===== config.mk =====
export PLATFORM = sky130hd
export DESIGN_NAME = mmcm_phase_shift_sequencer
export DESIGN_NICKNAME = d
export VERILOG_FILES = /design/src/rtl/mmcm_phase_shift_sequencer.sv
export SDC_FILE = /design/constraint.sdc
export NUM_CORES = 1
export LEC_CHECK = 0
export CAP_MARGIN = 10
export CELL_PAD_IN_SITES_DETAIL_PLACEMENT = 0
export CELL_PAD_IN_SITES_GLOBAL_PLACEMENT = 1
export CORE_MARGIN = 2
export CORE_UTILIZATION = 40
export DETAILED_ROUTE_END_ITERATION = 16
export GPL_ROUTABILITY_DRIVEN = 0
export GPL_TIMING_DRIVEN = 0
export PLACE_DENSITY = 0.81
export SLEW_MARGIN = 20
export SYNTH_ARGS = -nofsm -noshare
export SYNTH_HDL_FRONTEND = slang
export SYNTH_SLANG_ARGS = --single-unit
export TNS_END_PERCENT = 10

===== constraint.sdc =====
create_clock -name phase_control_clk -period 3.6 [get_ports phase_control_clk]
set_input_delay 0.72 -clock phase_control_clk [delete_from_list [all_inputs] [get_ports phase_control_clk]]
set_output_delay 0.72 -clock phase_control_clk [all_outputs]
set_load 0.01 [all_outputs]

===== src/rtl/mmcm_phase_shift_sequencer.sv =====
// mmcm_phase_shift_sequencer
//   Walks the MMCM fine phase shift of SYSCLK_DIV2_PS to an absolute target
//   one PS step at a time, taking the shortest way around the phase circle,
//   and keeps track of the current position. Can also reset the MMCM, which
//   zeroes the tracked position.
//
// Ports
//   phase_control_clk  in   clock, also the generator's PS clock
//   rst                in   asynchronous active-high reset
//   target_pos         in   requested phase 0..PS_PERIOD-1, sampled on go
//   go                 in   strobe: start a move to target_pos (ignored while busy)
//   mmcm_rst_req       in   strobe: reset the MMCM and zero the position (always wins)
//   clr_err            in   clears the sticky err flag
//   mmcm_ctrl          out  [0] PSEN, [1] PSINCDEC, [7] RST, other bits 0
//   mmcm_status        in   [0] PSDONE, other bits ignored
//   cur_pos            out  tracked phase 0..PS_PERIOD-1
//   busy               out  high whenever the sequencer is not idle
//   done               out  one-cycle pulse when a move or reset finishes
//   err                out  sticky: PSDONE timeout or out-of-range target
module mmcm_phase_shift_sequencer #(
    parameter int PS_PERIOD  = 672,
    parameter int POS_WIDTH  = 10,
    parameter int TIMEOUT    = 255,
    parameter int RST_CYCLES = 16
) (
    input  logic                 phase_control_clk,
    input  logic                 rst,
    input  logic [POS_WIDTH-1:0] target_pos,
    input  logic                 go,
    input  logic                 mmcm_rst_req,
    input  logic                 clr_err,
    output logic [7:0]           mmcm_ctrl,
    input  logic [7:0]           mmcm_status,
    output logic [POS_WIDTH-1:0] cur_pos,
    output logic                 busy,
    output logic                 done,
    output logic                 err
);

    localparam logic [2:0] S_IDLE  = 3'd0;
    localparam logic [2:0] S_PLAN  = 3'd1;
    localparam logic [2:0] S_ISSUE = 3'd2;
    localparam logic [2:0] S_WAIT  = 3'd3;
    localparam logic [2:0] S_RESET = 3'd4;

    localparam logic [POS_WIDTH-1:0] PERIOD_V = POS_WIDTH'(PS_PERIOD);
    localparam logic [POS_WIDTH-1:0] LAST_V   = POS_WIDTH'(PS_PERIOD - 1);
    localparam logic [POS_WIDTH-1:0] HALF_V   = POS_WIDTH'(PS_PERIOD / 2);

    // One down-counter serves both the PSDONE timeout and the RST hold time.
    localparam int CNT_MAX = (TIMEOUT > RST_CYCLES) ? TIMEOUT : RST_CYCLES;
    localparam int CNT_W   = $clog2(CNT_MAX + 1);

    logic [2:0]           state;
    logic [POS_WIDTH-1:0] remaining;
    logic [CNT_W-1:0]     timer;
    logic                 psen;
    logic                 psincdec;
    logic                 mmcm_rst;
    logic                 psdone;
    logic                 status_unused;

    assign psdone        = mmcm_status[0];
    assign status_unused = ^mmcm_status[7:1];
    assign mmcm_ctrl     = {mmcm_rst, 5'b00000, psincdec, psen};

    // Forward distance from a_pos to b_pos around the circle. The true result
    // is always below PS_PERIOD, so wrapping in POS_WIDTH bits is exact.
    function automatic logic [POS_WIDTH-1:0] fwd_dist(
        input logic [POS_WIDTH-1:0] b_pos,
        input logic [POS_WIDTH-1:0] a_pos
    );
        if (b_pos >= a_pos)
            return b_pos - a_pos;
        else
            return b_pos + PERIOD_V - a_pos;
    endfunction

    function automatic logic [POS_WIDTH-1:0] pos_inc(input logic [POS_WIDTH-1:0] p);
        return (p == LAST_V) ? '0 : p + 1'b1;
    endfunction

    function automatic logic [POS_WIDTH-1:0] pos_dec(input logic [POS_WIDTH-1:0] p);
        return (p == '0) ? LAST_V : p - 1'b1;
    endfunction

    always_ff @(posedge phase_control_clk or posedge rst) begin
        if (rst) begin
            state     <= S_IDLE;
            cur_pos   <= '0;
            remaining <= '0;
            timer     <= '0;
            psen      <= 1'b0;
            psincdec  <= 1'b0;
            mmcm_rst  <= 1'b0;
            busy      <= 1'b0;
            done      <= 1'b0;
            err       <= 1'b0;
        end else begin
            done <= 1'b0;
            // Clear first so that an error raised below in the same cycle wins.
            if (clr_err)
                err <= 1'b0;

            if (mmcm_rst_req) begin
                // Aborts anything in flight; re-entering RESET restarts the hold.
                state     <= S_RESET;
                busy      <= 1'b1;
                psen      <= 1'b0;
                psincdec  <= 1'b0;
                mmcm_rst  <= 1'b1;
                cur_pos   <= '0;
                remaining <= '0;
                timer     <= CNT_W'(RST_CYCLES - 1);
            end else begin
                case (state)
                    S_IDLE: begin
                        if (go) begin
                            if (target_pos >= PERIOD_V) begin
                                err  <= 1'b1;
                                done <= 1'b1;
                            end else begin
                                remaining <= fwd_dist(target_pos, cur_pos);
                                busy      <= 1'b1;
                                state     <= S_PLAN;
                            end
                        end
                    end

                    // remaining holds the forward distance; convert it to a
                    // step count plus direction, ties going forward.
                    S_PLAN: begin
                        if (remaining == '0) begin
                            done  <= 1'b1;
                            busy  <= 1'b0;
                            state <= S_IDLE;
                        end else begin
                            if (remaining > HALF_V) begin
                                psincdec  <= 1'b0;
                                remaining <= PERIOD_V - remaining;
                            end else begin
                                psincdec  <= 1'b1;
                            end
                            psen  <= 1'b1;
                            state <= S_ISSUE;
                        end
                    end

                    S_ISSUE: begin
                        psen  <= 1'b0;
                        timer <= CNT_W'(TIMEOUT - 1);
                        state <= S_WAIT;
                    end

                    // PSDONE on the last waiting cycle still counts as a step.
                    S_WAIT: begin
                        if (psdone) begin
                            cur_pos   <= psincdec ? pos_inc(cur_pos) : pos_dec(cur_pos);
                            remaining <= remaining - 1'b1;
                            if (remaining == POS_WIDTH'(1)) begin
                                done     <= 1'b1;
                                busy     <= 1'b0;
                                psincdec <= 1'b0;
                                state    <= S_IDLE;
                            end else begin
                                psen  <= 1'b1;
                                state <= S_ISSUE;
                            end
                        end else if (timer == '0) begin
                            err      <= 1'b1;
                            done     <= 1'b1;
                            busy     <= 1'b0;
                            psincdec <= 1'b0;
                            state    <= S_IDLE;
                        end else begin
                            timer <= timer - 1'b1;
                        end
                    end

                    S_RESET: begin
                        if (timer == '0) begin
                            mmcm_rst <= 1'b0;
                            done     <= 1'b1;
                            busy     <= 1'b0;
                            state    <= S_IDLE;
                        end else begin
                            timer <= timer - 1'b1;
                        end
                    end

                    default: begin
                        psen     <= 1'b0;
                        psincdec <= 1'b0;
                        mmcm_rst <= 1'b0;
                        busy     <= 1'b0;
                        state    <= S_IDLE;
                    end
                endcase
            end
        end
    end

endmodule

==> qor.yml <==
synth_top_area_share_pct: 23.7
drt.antenna.violating_nets: 0
cts_hold_buf: 0
reg2reg_depth: 11
min_period_over_period_pct: 93.0
maxCapViolations: 0
seq_area_sq_um: 926
ys_top_cells_by_count: "nor2_1, nand2_1, dfrtp_1"
mappedNetlistArea_sq_um: 3910
nets: 598
yosysUniqueCellTypes: 71
port_buffers: 30
peakVddDrop_mv: 0.134
vias_per_cell: 5.64
clock_latency_ns: 0.29
route.final.wire_length_um: 10700
worst-setup-path-type: "in2reg"
p_per_area_nw_per_um2: 267
yosysMostFrequentCell: "nor2_1"
syn_inst: 500
min_path_type: "reg2reg"
reg2reg_to: "remaining[8]$_DFFE_PP0P_"
area_delta_synth_final_pct: 16.4
hp-start: "mmcm_rst$_DFFE_PP0P_"
antennaDiodeCount: 0
r2r_start: "cur_pos[2]$_DFFE_PP0P_"
ys_seq_elements: 37
drc: 0
crit_path_start_kind: "primary input"
yosys_warnings: 0
synth.mux.area_fraction_pct: 2.05
yosysSeqAreaShare_pct: 23.7
vias: 3810
fmax_mhz: 299
cts-buffers-inserted: 5
grt_pass1_wl_um: 17500
min_path_cells: 2
clock_skew_ns: 0.00602
ctsLongestPathBuffers: 2
postCtsSetupRepairBufs: 0
ctsRootBufferMaster: "clkbuf_8"
hold_viol_final: 0
cts_resized: 0
totalPowerFinal_uw: 1210
max_slew.worst_pin.slew_ns: 0.907
yosys.area.top_type: "dfrtp_1"
num_rows: 36
grt_max_degree: 33
holdPathEnd: "mmcm_rst$_DFFE_PP0P_"
fin_cells: 676
synth_ff_type: "dfrtp_1"
rsz0062_at_grt: "false"
synth_compound_gate_area_share_pct: 26.2
p_leak_uw: 0.00191
fp.dieH_um: 103
htreeDepth: 2
dp.cells: 668
finalSetupViolCount: 0
maxSlewHeadroom_pct: 39.4
drtIter0Drc: 173
first_global_vias: 3537
critPathCaptureType: "register"
synth-simple-area-share_pct: 21.3
synth_async_sr_flop_share_pct: 100
path_max_fanout: 5
grt_usage_pct: 20.8
overflow: 0
cp.arrival_ns: 3.52
antenna_found_initial: 0
synth-edff-count: 0
coreArea_sq_um: 9640
synth_area_leaders: "dfrtp_1, ha_1, a21oi_1, o21ai_0, xnor2_1"
io_pins: 44
firstDrtPassIters: 4
fin_crit_ns: 3.35
synth_fa_ha_area_share_pct: 12.0
wl_per_cell_um: 15.8
synth_xor_xnor_area_share_pct: 6.50
start_util_pct: 40.6
status: "completed"
numClockSinks: 37
dieArea_sq_um: 10600
required_ns: 3.77
regToRegSetupSlack_ns: 0.27
multi_input_area_sq_um: 2680
hpwlAfterDp_um: 8140
slew_violations: 0
clk_pin_slew_ns: 0.09
drive_gt1_share_pct: 6.63
cts_tree: "yes"
syn_avg_cell_area_sq_um: 7.82
nFillCells: 995
synth_top_family_by_area: "compound AO/OA/AOI/OAI gates"
die_w_um: 103
[layout by cell type, fill, tap and decap left out, types with 14 or more instances in the layout]
master and instances:
nor2_1 46, clkdlybuf4s50_1 30, nand2_1 40, xnor2_1 20, inv_1 34, a21oi_1 36
clkbuf_1 17, o21ai_0 36, nand3_1 14, dfrtp_1 37, ha_1 27
[cells by family after synthesis]
| family | count (synthesis) |
|---|---|
| compound gates | 155 |
| mux | 8 |
| buf+inv | 71 |
| simple gates | 165 |
| flops | 37 |
| other cells | 1 |
| xor+xnor | 29 |
| fa+ha+maj | 34 |
[flip-flops by register name, summed over array words and instances, names as in the netlist]
signal / flops
cur_pos: 10
mmcm_rst: 1
remaining: 10
psen: 1
psincdec: 1
err: 1
state: 3
timer: 8
busy: 1
done: 1
[power by group]
group	switching [uW]	internal, uW
registers	16.1	431
logic	174	133
clock network	179	279
[per-stage QoR]
stage | cell area [sq um] | utilization [%] | hold slack (ns) | setup TNS (ns) | worst slack [ns]
2_1_floorplan | 3930 | - | 0.448 | 0 | 0.622
3_3_place_gp | 4390 | 45.6 | 0.465 | -0.0378 | -0.0378
3_5_place_dp | 4410 | 45.8 | 0.476 | -0.0435 | -0.0435
4_1_cts | 4550 | 47.2 | 0.497 | 0 | 0.267
5_1_grt | 4550 | 47.2 | 0.537 | 0 | 0.0607
6_report | 4550 | 47.2 | 0.499 | 0 | 0.253
[critical path: stages]
cell and delay (ns):
clkdlybuf4s50_1 0.52, inv_1 0.09, ha_1 0.38, inv_1 0.09, ha_1 0.24, or4_1 0.51
o31ai_1 0.30, xnor2_1 0.10, a2111oi_0 0.45, o31ai_1 0.11
[routing by layer]
| metal | track usage, % | share of wire [%] |
|---|---|---|
| met1 | 29.4 | 47 |
| met5 | 0 | 0 |
| met2 | 34.8 | 47 |
| met3 | 2.51 | 4.9 |
| met4 | 3.74 | 1.2 |
[final cells by class]
type                    count  area share [%]
multi-input cells         396            58.9
clock inverters             3            1.51
clock buffers               5            1.51
inverters                  35            2.89
well taps                 133            3.66
plain buffers              36            4.18
flip-flops and latches     37            20.4
repair buffers             31            7.04
[how the worst max path moves through the flow]
stage                     slack, ns                    from                        to  depth (start not counted)
after global routing           0.06  cur_pos[2]$_DFFE_PP0P_  remaining[8]$_DFFE_PP0P_                         11
after detailed placement      -0.04           target_pos[7]  remaining[9]$_DFFE_PP0P_                         10
after CTS                      0.27           target_pos[7]  remaining[9]$_DFFE_PP0P_                         10
after floorplan                0.62  cur_pos[3]$_DFFE_PP0P_  remaining[8]$_DFFE_PP0P_                         10
after global placement        -0.04           target_pos[7]  remaining[9]$_DFFE_PP0P_                         10
final                          0.25           target_pos[7]  remaining[9]$_DFFE_PP0P_                         10
Note: power is estimated with default switching activity, not from simulation.
